## src/rtl/com_pkg.sv

```systemverilog
// Shared definitions for the command sequencer and its serializer stage:
// FSM state encoding and default block parameters.
package com_pkg;

    localparam int DEF_DATA_W   = 16;
    localparam int DEF_ADDR_W   = 4;
    localparam int DEF_NUM_CMDS = 10;
    localparam int DEF_CLK_DIV  = 4;

    typedef enum logic [2:0] {
        ST_IDLE  = 3'd0,
        ST_LOAD  = 3'd1,
        ST_SHIFT = 3'd2,
        ST_DONE  = 3'd3,
        ST_END   = 3'd4
    } com_state_e;

endpackage

```

## src/rtl/com_clk_div.sv

```systemverilog
// Serial clock divider: tick every CLK_DIV cycles while enabled; phase says
// whether the coming tick is a rising (0) or falling (1) sclk edge.
module com_clk_div
    import com_pkg::*;
#(
    parameter int CLK_DIV = DEF_CLK_DIV
) (
    input  logic clk,
    input  logic reset,
    input  logic en,
    output logic tick,
    output logic phase
);

    localparam int CNT_W = (CLK_DIV > 1) ? $clog2(CLK_DIV) : 1;
    localparam logic [CNT_W-1:0] CNT_MAX = CNT_W'(CLK_DIV - 1);

    logic [CNT_W-1:0] cnt;

    assign tick = en && (cnt == CNT_MAX);

    // Divider counter and phase toggle, both cleared whenever disabled.
    always_ff @(posedge clk) begin
        if (!reset || !en) begin
            cnt   <= '0;
            phase <= 1'b0;
        end else if (tick) begin
            cnt   <= '0;
            phase <= ~phase;
        end else begin
            cnt   <= cnt + CNT_W'(1);
        end
    end

endmodule

```

## src/rtl/com_serializer.sv

```systemverilog
// Command serializer: on each Write fetches the next ROM word and shifts it
// MSB-first over cs_n/sclk/sdata, then reports NewCom or ComEnd.
module com_serializer
    import com_pkg::*;
#(
    parameter int DATA_W   = DEF_DATA_W,
    parameter int ADDR_W   = DEF_ADDR_W,
    parameter int NUM_CMDS = DEF_NUM_CMDS,
    parameter int CLK_DIV  = DEF_CLK_DIV
) (
    input  logic              clk,
    input  logic              reset,
    input  logic              Write,
    output logic [ADDR_W-1:0] cmd_addr,
    input  logic [DATA_W-1:0] cmd_data,
    output logic              cs_n,
    output logic              sclk,
    output logic              sdata,
    output logic              NewCom,
    output logic              ComEnd,
    output logic              busy
);

    localparam int BCNT_W = $clog2(DATA_W + 1);
    localparam logic [BCNT_W-1:0] LAST_BIT = BCNT_W'(DATA_W - 1);
    localparam logic [ADDR_W:0]   NUM_CMDS_V = (ADDR_W + 1)'(NUM_CMDS);

    com_state_e        state;
    logic [ADDR_W-1:0] ptr;
    logic [DATA_W-1:0] shreg;
    logic [DATA_W-1:0] shifted;
    logic [BCNT_W-1:0] bit_cnt;
    logic              div_en;
    logic              tick;
    logic              phase;
    logic              more_cmds;

    assign cmd_addr  = ptr;
    assign shifted   = shreg << 1;
    assign div_en    = (state == ST_SHIFT);
    // Compared one bit wider so NUM_CMDS == 2^ADDR_W is representable.
    assign more_cmds = (({1'b0, ptr} + {{ADDR_W{1'b0}}, 1'b1}) < NUM_CMDS_V);

    com_clk_div #(
        .CLK_DIV (CLK_DIV)
    ) u_clk_div (
        .clk   (clk),
        .reset (reset),
        .en    (div_en),
        .tick  (tick),
        .phase (phase)
    );

    // Serializer FSM with shift register, bit counter, pointer and outputs.
    always_ff @(posedge clk) begin
        if (!reset) begin
            state   <= ST_IDLE;
            ptr     <= '0;
            shreg   <= '0;
            bit_cnt <= '0;
            cs_n    <= 1'b1;
            sclk    <= 1'b0;
            sdata   <= 1'b0;
            NewCom  <= 1'b0;
            ComEnd  <= 1'b0;
            busy    <= 1'b0;
        end else begin
            NewCom <= 1'b0;
            case (state)
                ST_IDLE: begin
                    if (Write) begin
                        state <= ST_LOAD;
                        busy  <= 1'b1;
                    end
                end
                ST_LOAD: begin
                    shreg   <= cmd_data;
                    bit_cnt <= '0;
                    cs_n    <= 1'b0;
                    sdata   <= cmd_data[DATA_W-1];
                    state   <= ST_SHIFT;
                end
                ST_SHIFT: begin
                    if (tick) begin
                        sclk <= ~phase;
                        if (phase) begin
                            shreg   <= shifted;
                            sdata   <= shifted[DATA_W-1];
                            bit_cnt <= bit_cnt + BCNT_W'(1);
                            if (bit_cnt == LAST_BIT) begin
                                cs_n  <= 1'b1;
                                sdata <= 1'b0;
                                busy  <= 1'b0;
                                if (!(&ptr)) begin
                                    ptr <= ptr + ADDR_W'(1);
                                end
                                if (more_cmds) begin
                                    state  <= ST_DONE;
                                    NewCom <= 1'b1;
                                end else begin
                                    state  <= ST_END;
                                    ComEnd <= 1'b1;
                                end
                            end
                        end
                    end
                end
                ST_DONE: begin
                    if (Write) begin
                        state <= ST_LOAD;
                        busy  <= 1'b1;
                    end else begin
                        state <= ST_IDLE;
                    end
                end
                ST_END: begin
                    ComEnd <= 1'b1;
                end
                default: begin
                    state <= ST_IDLE;
                end
            endcase
        end
    end

endmodule

```

## config.mk

```make
export PLATFORM = sky130hd
export DESIGN_NAME = com_serializer
export DESIGN_NICKNAME = d
export VERILOG_FILES = /design/src/rtl/com_pkg.sv /design/src/rtl/com_clk_div.sv /design/src/rtl/com_serializer.sv
export SDC_FILE = /design/constraint.sdc
export NUM_CORES = 1
export LEC_CHECK = 0
export CAP_MARGIN = 20
export CORE_UTILIZATION = 46
export DETAILED_ROUTE_END_ITERATION = 12
export PLACE_DENSITY = 0.7
export SLEW_MARGIN = 25
export SYNTH_ARGS = -nofsm -noshare
export SYNTH_HDL_FRONTEND = slang
export SYNTH_SLANG_ARGS = --single-unit
```

## constraint.sdc

```tcl
create_clock -name clk -period 1.7 [get_ports clk]
set_input_delay 0.34 -clock clk [delete_from_list [all_inputs] [get_ports clk]]
set_output_delay 0.34 -clock clk [all_outputs]
set_load 0.02 [all_outputs]
```

==> reports/metrics.csv, run 1 <==
stage,metric,value,unit
clocking,clock_sink_count,36,
critical_path,cp_top_family,simple AND/OR/NAND/NOR gates,
die,die_area,0.00381,mm2
yosys,ys_types,41,
critical_path,cp_max_fo,6,
die,die_x,61.8,um
global_route,grt_overflow,0,
routing,dr.first_iter.drc_count,58,
yosys,yosysTopAreaCell,dfxtp_1,
placed_design,pre_cts_ws,-0.0510,ns
placed_design,port_buffers,28,
pwr,powerDensity,1270,mW/mm2
critical_path,cp_cell_sequence,"ha_1, and3_1, ha_2, and3_4, o211ai_1, nor3_1, o31a_1",
routing,num_vias,1507,
run,maxCapViolations,0,
critical_path,required,1.95,ns
critical_path,critPathBufInv,0,
clocking,insertion_delay,0.35,ns
yosys,synthArstFlopShare,0,%
yosys,synth_top_area_share,43.9,%
yosys,netlist_instances,198,
yosys,syn_area_per_cell,8.30,um2
critical_path,critical_path_class,register to register,
clocking,post-cts-setup-buffer-count,0,
yosys,synth_edf_count,0,
clocking,cts-root-buf,clkbuf_4,
yosys,synthTopCellsByArea,"dfxtp_1 (44%), a311oi_1 (8.5%), nand2_1 (8.5%), nor2_1 (6.6%), ha_1 (3.0%)",
placed_design,placed_area,0.00204,mm2
timing,tns,0,ns
routing,wl,3.59,mm
hold_path,hp-start,u_clk_div.cnt[0]$_SDFF_PP0_,
critical_path,critPathCaptureType,register,
clocking,cts.reportedPaths.clkPinSlew,0.11,ns
placed_design,post-dp-hpwl,2.59,mm
timing,finalWorstSetupSlack,0.0463,ns
timing,hold_violations,0,
critical_path,startpoint_type,register,
yosys,synth-seq-cells,36,
critical_path,critical_path_depth,7,
hold_path,hold_depth,1,
timing,fmax,605,MHz
critical_path,r2r_start,bit_cnt[0]$_SDFFE_PN0P_,
timing,setup_violations,0,
critical_path,arrival,1.90,ns
critical_path,crit_start,bit_cnt[0]$_SDFFE_PN0P_,
critical_path,rr_worst_depth,7,
layout,final_cells,279,
die,coreArea,0.00339,mm2
die,num_io_pins,29,
yosys,synth_most_common_cell,nand2_1,
pwr,p_leak,0.811,nW
timing,fin_crit_sh,97.3,%
layout,drive_gt1_share,13.3,%
layout,diodes,0,
routing,viasPerCell,5.40,
timing,fin_crit,1.65,ns
routing,drt-pass1-iter-count,4,
clocking,cts_buffer_depth,2,
timing,drv_slew,0,
clocking,cts_tree,built,
global_route,grt_max_degree,32,
timing,fin_skew,0.00611,ns
global_route,grt_usage,21.3,%
yosys,synth_flop_cell,dfxtp_1,
routing,remaining_drc_errors,0,
yosys,synth_nets,221,
routing,ant_nets,0,
clocking,holdBufCountCts,0,
timing,rsz0062_at_grt,yes,
hold_path,hold_class,register to register,
global_route,grt_antenna_before_repair,0,
timing,tightest_slew,0.311,ns
yosys,yosysWarningCount,0,
layout,area_delta_synth_final,29.2,%
die,placementRows,21,
pwr,power.total,2.70,mW
die,initial_core_util,48.5,%
critical_path,critical-path-max-stage-delay,0.35,ns
layout,num-nets-final,255,
layout,fin_util,62.6,%
placed_design,dp.cells,271,
global_route,grt_pass1_vias,1391,
yosys,synthesis.area,0.00164,mm2
timing,whs,0.447,ns
layout,fin_area,0.00212,mm2
global_route,grt_pass1_wl,5.96,mm
yosys,synth_common_cells,"nand2_1 (37), dfxtp_1 (36), nor2_1 (29), a311oi_1 (16), nand3_1 (7)",
placed_design,gp_congestion,0.802,
pwr,vdd_ir_drop_max,0.751,mV
timing,max_slew_margin,79.3,%
yosys,ys_seq_area_share,43.9,%
die,die_h,61.8,um
critical_path,slowest_stage,dfxtp_2,
clocking,htree_levels,2,
clocking,cts_buffers,5,
status,status,"finished, final reports clean",
routing,wl_per_cell,12.9,um
-- cells by family (layout without fill, tap and decap cells) --
kind of cell	Yosys count	count (layout)	share of synthesized area [%]
adders and majority gates	4	4	3.05
and+or+nand+nor	97	97	27.5
AOI/OAI and AO/OA	37	37	17.1
DFF	36	36	43.9
buffers and inverters	17	52	4.57
muxes	2	2	1.22
xor gates and xnor gates	5	5	2.67
-- flip-flops by register name, indices dropped and copies added, names as in the netlist --
signal	cells
bit_cnt	5
u_clk_div.phase	1
u_clk_div.cnt	2
ComEnd	1
sclk	1
busy	1
cmd_addr	4
state	3
cs_n	1
NewCom	1
shreg	15
sdata	1
-- final cells by class --
class	count	area, um2
Multi-Input combinational cell	145	867
Sequential cell	36	723
Inverter	3	11.3
Fill cell	294	1270
Timing Repair Buffer	41	402
Tap cell	46	57.6
Clock inverter	1	7.51
Clock buffer	7	55.1
-- routing by layer --
layer,GRT usage (%),up-vias,wire [um]
met3,6.83,9,217
met1,25.5,701,1650
met5,0,-,0
met2,36.1,34,1670
li1,-,763,-
met4,7.30,0,57
-- worst reg2reg max path: stages (launching register included) --
cell and delay [ns]:
dfxtp_2 0.35, ha_1 0.20, and3_1 0.18, ha_2 0.18, and3_4 0.21, o211ai_1 0.10, nor3_1 0.06, o31a_1 0.27
-- worst paths after layout --
check                                              endpoint  slack [ns]
worst max-delay path                    ComEnd$_SDFFE_PN0P_        0.05
worst min-delay path            u_clk_div.cnt[0]$_SDFF_PP0_        0.45
worst max register to register          ComEnd$_SDFFE_PN0P_        0.05
worst min register to register  u_clk_div.cnt[0]$_SDFF_PP0_        0.45
-- power by group --
part	switching [mW]	total, mW	internal (mW)
Clock	0.292	0.495	0.202
Combinational	0.559	1.03	0.467
Sequential	0.133	1.18	1.05
-- cell usage in the layout, fill, tap and decap left out, types with 3 or more instances in the layout --
master	count
a211oi_1	3
a21oi_1	4
a311oi_1	16
buf_4	11
clkbuf_4	5
clkdlybuf4s50_1	24
dfxtp_1	34
dlygate4sd2_1	3
inv_1	3
nand2_1	37
nand2b_1	6
nand3_1	6
nor2_1	29
nor3_1	5
xnor2_1	4
-- timing repair --
action | 4_1_cts | 5_1_grt
pin swaps | 0 | 2
resized for setup | 5 | 7
endpoints found under the setup margin | 7 | 14
hold endpoints to repair | 0 | 0
No activity file was read; power rests on OpenSTA's default activity.
==> run 2, diff against run 1 <==
CTS_CLUSTER_SIZE = 8   (was not set)
GPL_TIMING_DRIVEN = 0   (was not set)
==> run 2 against run 1 <==
- register-to-register slack got worse by 0.03 ns
- worst hold slack got worse by 0.026 ns
- largest power group unchanged
- critical endpoint unchanged
- sequential power about the same
==> reports/metrics.csv, run 2 (same netlist as run 1, synthesis figures left out) <==
stage,metric,value,unit,change
status,status,"finished, final reports clean",,unchanged
routing,wl,4.00,mm,was 3.59 mm
layout,multi_input_area,911,um2,was 867 um2
die,initial_core_util,48.5,%,unchanged
die,die_x,61.8,um,unchanged
clocking,cts.reportedPaths.clkPinSlew,0.10,ns,was 0.11 ns
run,maxCapViolations,0,,unchanged
critical_path,r2r-end,ComEnd$_SDFFE_PN0P_,,unchanged
timing,rsz0062_at_grt,yes,,unchanged
die,placementRows,21,,unchanged
critical_path,cp_max_fo,6,,unchanged
critical_path,startpoint_type,register,,unchanged
critical_path,arrival,1.92,ns,was 1.90 ns
critical_path,path_common_cell,and3_4,,
global_route,grt_antenna_before_repair,0,,unchanged
routing,viasPerCell,5.55,,was 5.40
timing,fin_crit_sh,98.7,%,was 97.3%
pwr,p_leak,0.825,nW,was 0.811 nW
pwr,power.total,2.83,mW,was 2.70 mW
routing,dr.first_iter.drc_count,107,,was 58
timing,setup_violations,0,,unchanged
placed_design,pre_cts_ws,-0.208,ns,was -0.0510 ns
timing,fmax,596,MHz,was 605 MHz
layout,largest_register_ffs,15,,unchanged
critical_path,crit_path_end,ComEnd$_SDFFE_PN0P_,,unchanged
routing,wl_per_cell,14.1,um,was 12.9 um
placed_design,gp_congestion,0.876,,was 0.802
critical_path,critical_path_class,register to register,,unchanged
layout,n_fill_cell,298,,was 294
clocking,cts_tree,built,,unchanged
timing,hold_violations,0,,unchanged
routing,ant_nets,0,,unchanged
pwr,vdd_ir_drop_max,0.826,mV,was 0.751 mV
routing,drt-pass1-iter-count,4,,unchanged
die,num_io_pins,29,,unchanged
critical_path,crit_start,bit_cnt[0]$_SDFFE_PN0P_,,unchanged
layout,regMostFlops,shreg,,unchanged
clocking,htree_levels,2,,unchanged
timing,fin_skew,0.0108,ns,was 0.00611 ns
critical_path,cp_cell_sequence,"ha_1, and3_4, ha_4, and3_4, o211ai_1, nor3_1, o31a_1",,"was ha_1, and3_1, ha_2, and3_4, o211ai_1, nor3_1, o31a_1"
critical_path,r2r_start,bit_cnt[0]$_SDFFE_PN0P_,,unchanged
layout,diodes,0,,unchanged
timing,tightest_slew,0.519,ns,was 0.311 ns
placed_design,port_buffers,28,,unchanged
layout,regArea,726,um2,was 723 um2
critical_path,rrSetupSlack,0.02,ns,was 0.05 ns
critical_path,required,1.94,ns,was 1.95 ns
routing,remaining_drc_errors,0,,unchanged
clocking,cts-root-buf,clkbuf_4,,unchanged
global_route,grt_overflow,0,,unchanged
placed_design,post-dp-hpwl,2.69,mm,was 2.59 mm
layout,num-nets-final,259,,was 255
critical_path,rr_worst_depth,7,,unchanged
die,coreArea,0.00339,mm2,unchanged
critical_path,slowest_stage,dfxtp_2,,unchanged
pwr,powerDensity,1310,mW/mm2,was 1270 mW/mm2
routing,num_vias,1571,,was 1507
clocking,cts_buffers,5,,unchanged
clocking,insertion_delay,0.34,ns,was 0.35 ns
clocking,clock_sink_count,36,,unchanged
hold_path,hold_class,register to register,,unchanged
global_route,grt_pass1_vias,1492,,was 1391
critical_path,cp_top_family,simple AND/OR/NAND/NOR gates,,unchanged
die,die_h,61.8,um,unchanged
layout,layout_common_cells,"nand2_1 (37), dfxtp_1 (32), nor2_1 (29), clkdlybuf4s50_1 (24), a311oi_1 (16)",,"was nand2_1 (37), dfxtp_1 (34), nor2_1 (29), clkdlybuf4s50_1 (24), a311oi_1 (16)"
critical_path,critPathCaptureType,register,,unchanged
critical_path,critical-path-max-stage-delay,0.35,ns,about the same
layout,mostFrequentLayoutCell,nand2_1,,unchanged
timing,max_slew_margin,65.4,%,was 79.3%
critical_path,critical_path_depth,7,,unchanged
timing,drv_slew,0,,unchanged
global_route,grt_pass1_wl,6.36,mm,was 5.96 mm
critical_path,critPathBufInv,0,,unchanged
clocking,cts_buffer_depth,2,,unchanged
placed_design,placed_area,0.00198,mm2,was 0.00204 mm2
die,die_area,0.00381,mm2,unchanged
layout,fin_util,63.6,%,was 62.6%
layout,fin_area,0.00215,mm2,was 0.00212 mm2
global_route,grt_usage,22.7,%,was 21.3%
timing,finalWorstSetupSlack,0.0213,ns,was 0.0463 ns
layout,area_delta_synth_final,31.2,%,was 29.2%
global_route,grt_max_degree,12,,was 32
timing,fin_crit,1.68,ns,was 1.65 ns
layout,drive_gt1_share,16.0,%,was 13.3%
[run 2: cell count changes in the layout (fill, tap and decap cells not counted), sizes merged]
cell	delta
clkbuf	+3
clkinv	+2
clkinvlp	-1
dlygate4sd2	+1
dlymetal6s2s	-1
[run 2: report_power, final]
part,internal [mW],switching [mW]
clock,0.197,0.283
sequential,1.05,0.126
combinational,0.528,0.642
total,1.78,1.05
[run 2: how the worst min path moves through the flow]
| stage | start | end | slack [ns] | cells after the start |
|---|---|---|---|---|
| finish | u_clk_div.cnt[0]$_SDFF_PP0_ | u_clk_div.cnt[0]$_SDFF_PP0_ | 0.42 | 1 |
| global route | u_clk_div.cnt[0]$_SDFF_PP0_ | u_clk_div.cnt[0]$_SDFF_PP0_ | 0.44 | 1 |
| CTS | u_clk_div.cnt[0]$_SDFF_PP0_ | u_clk_div.cnt[0]$_SDFF_PP0_ | 0.44 | 1 |
| detailed placement | u_clk_div.cnt[0]$_SDFF_PP0_ | u_clk_div.cnt[0]$_SDFF_PP0_ | 0.42 | 1 |
| global placement | u_clk_div.cnt[0]$_SDFF_PP0_ | u_clk_div.cnt[0]$_SDFF_PP0_ | 0.41 | 1 |
| floorplan | u_clk_div.cnt[0]$_SDFF_PP0_ | u_clk_div.cnt[0]$_SDFF_PP0_ | 0.40 | 1 |
[run 2: cell type report]
cell class / count / share of cell area [%]
plain buffers: 12 / 3.48
clock buffers: 6 / 2.38
clock inverters: 2 / 0.465
inverters: 3 / 0.523
multi-input cells: 145 / 42.3
flip-flops and latches: 36 / 33.7
well taps: 46 / 2.67
repair buffers: 33 / 14.5
[run 2: stage by stage]
stage | cells | TNS (ns) | hold slack (ns)
finish | 283 | 0 | 0.421
global route | 283 | -0.313 | 0.439
CTS | 280 | 0 | 0.437
detailed placement | 272 | -1.96 | 0.420
global placement | 272 | -1.04 | 0.414
floorplan | 198 | 0 | 0.404
[run 2: repair_timing]
item | CTS | global route
hold buffers | 0 | 0
setup buffers | 1 | 4
gates resized for setup | 14 | 16
pin swaps | 1 | 8
endpoints found under the setup margin | 23 | 26
[run 2: routing by layer]
metal	GRT usage [%]	vias up	wire, um
met5	0	-	0
met4	9.52	0	64
met3	3.93	8	152
met2	39.8	42	1990
met1	27.5	748	1790
li1	-	773	-
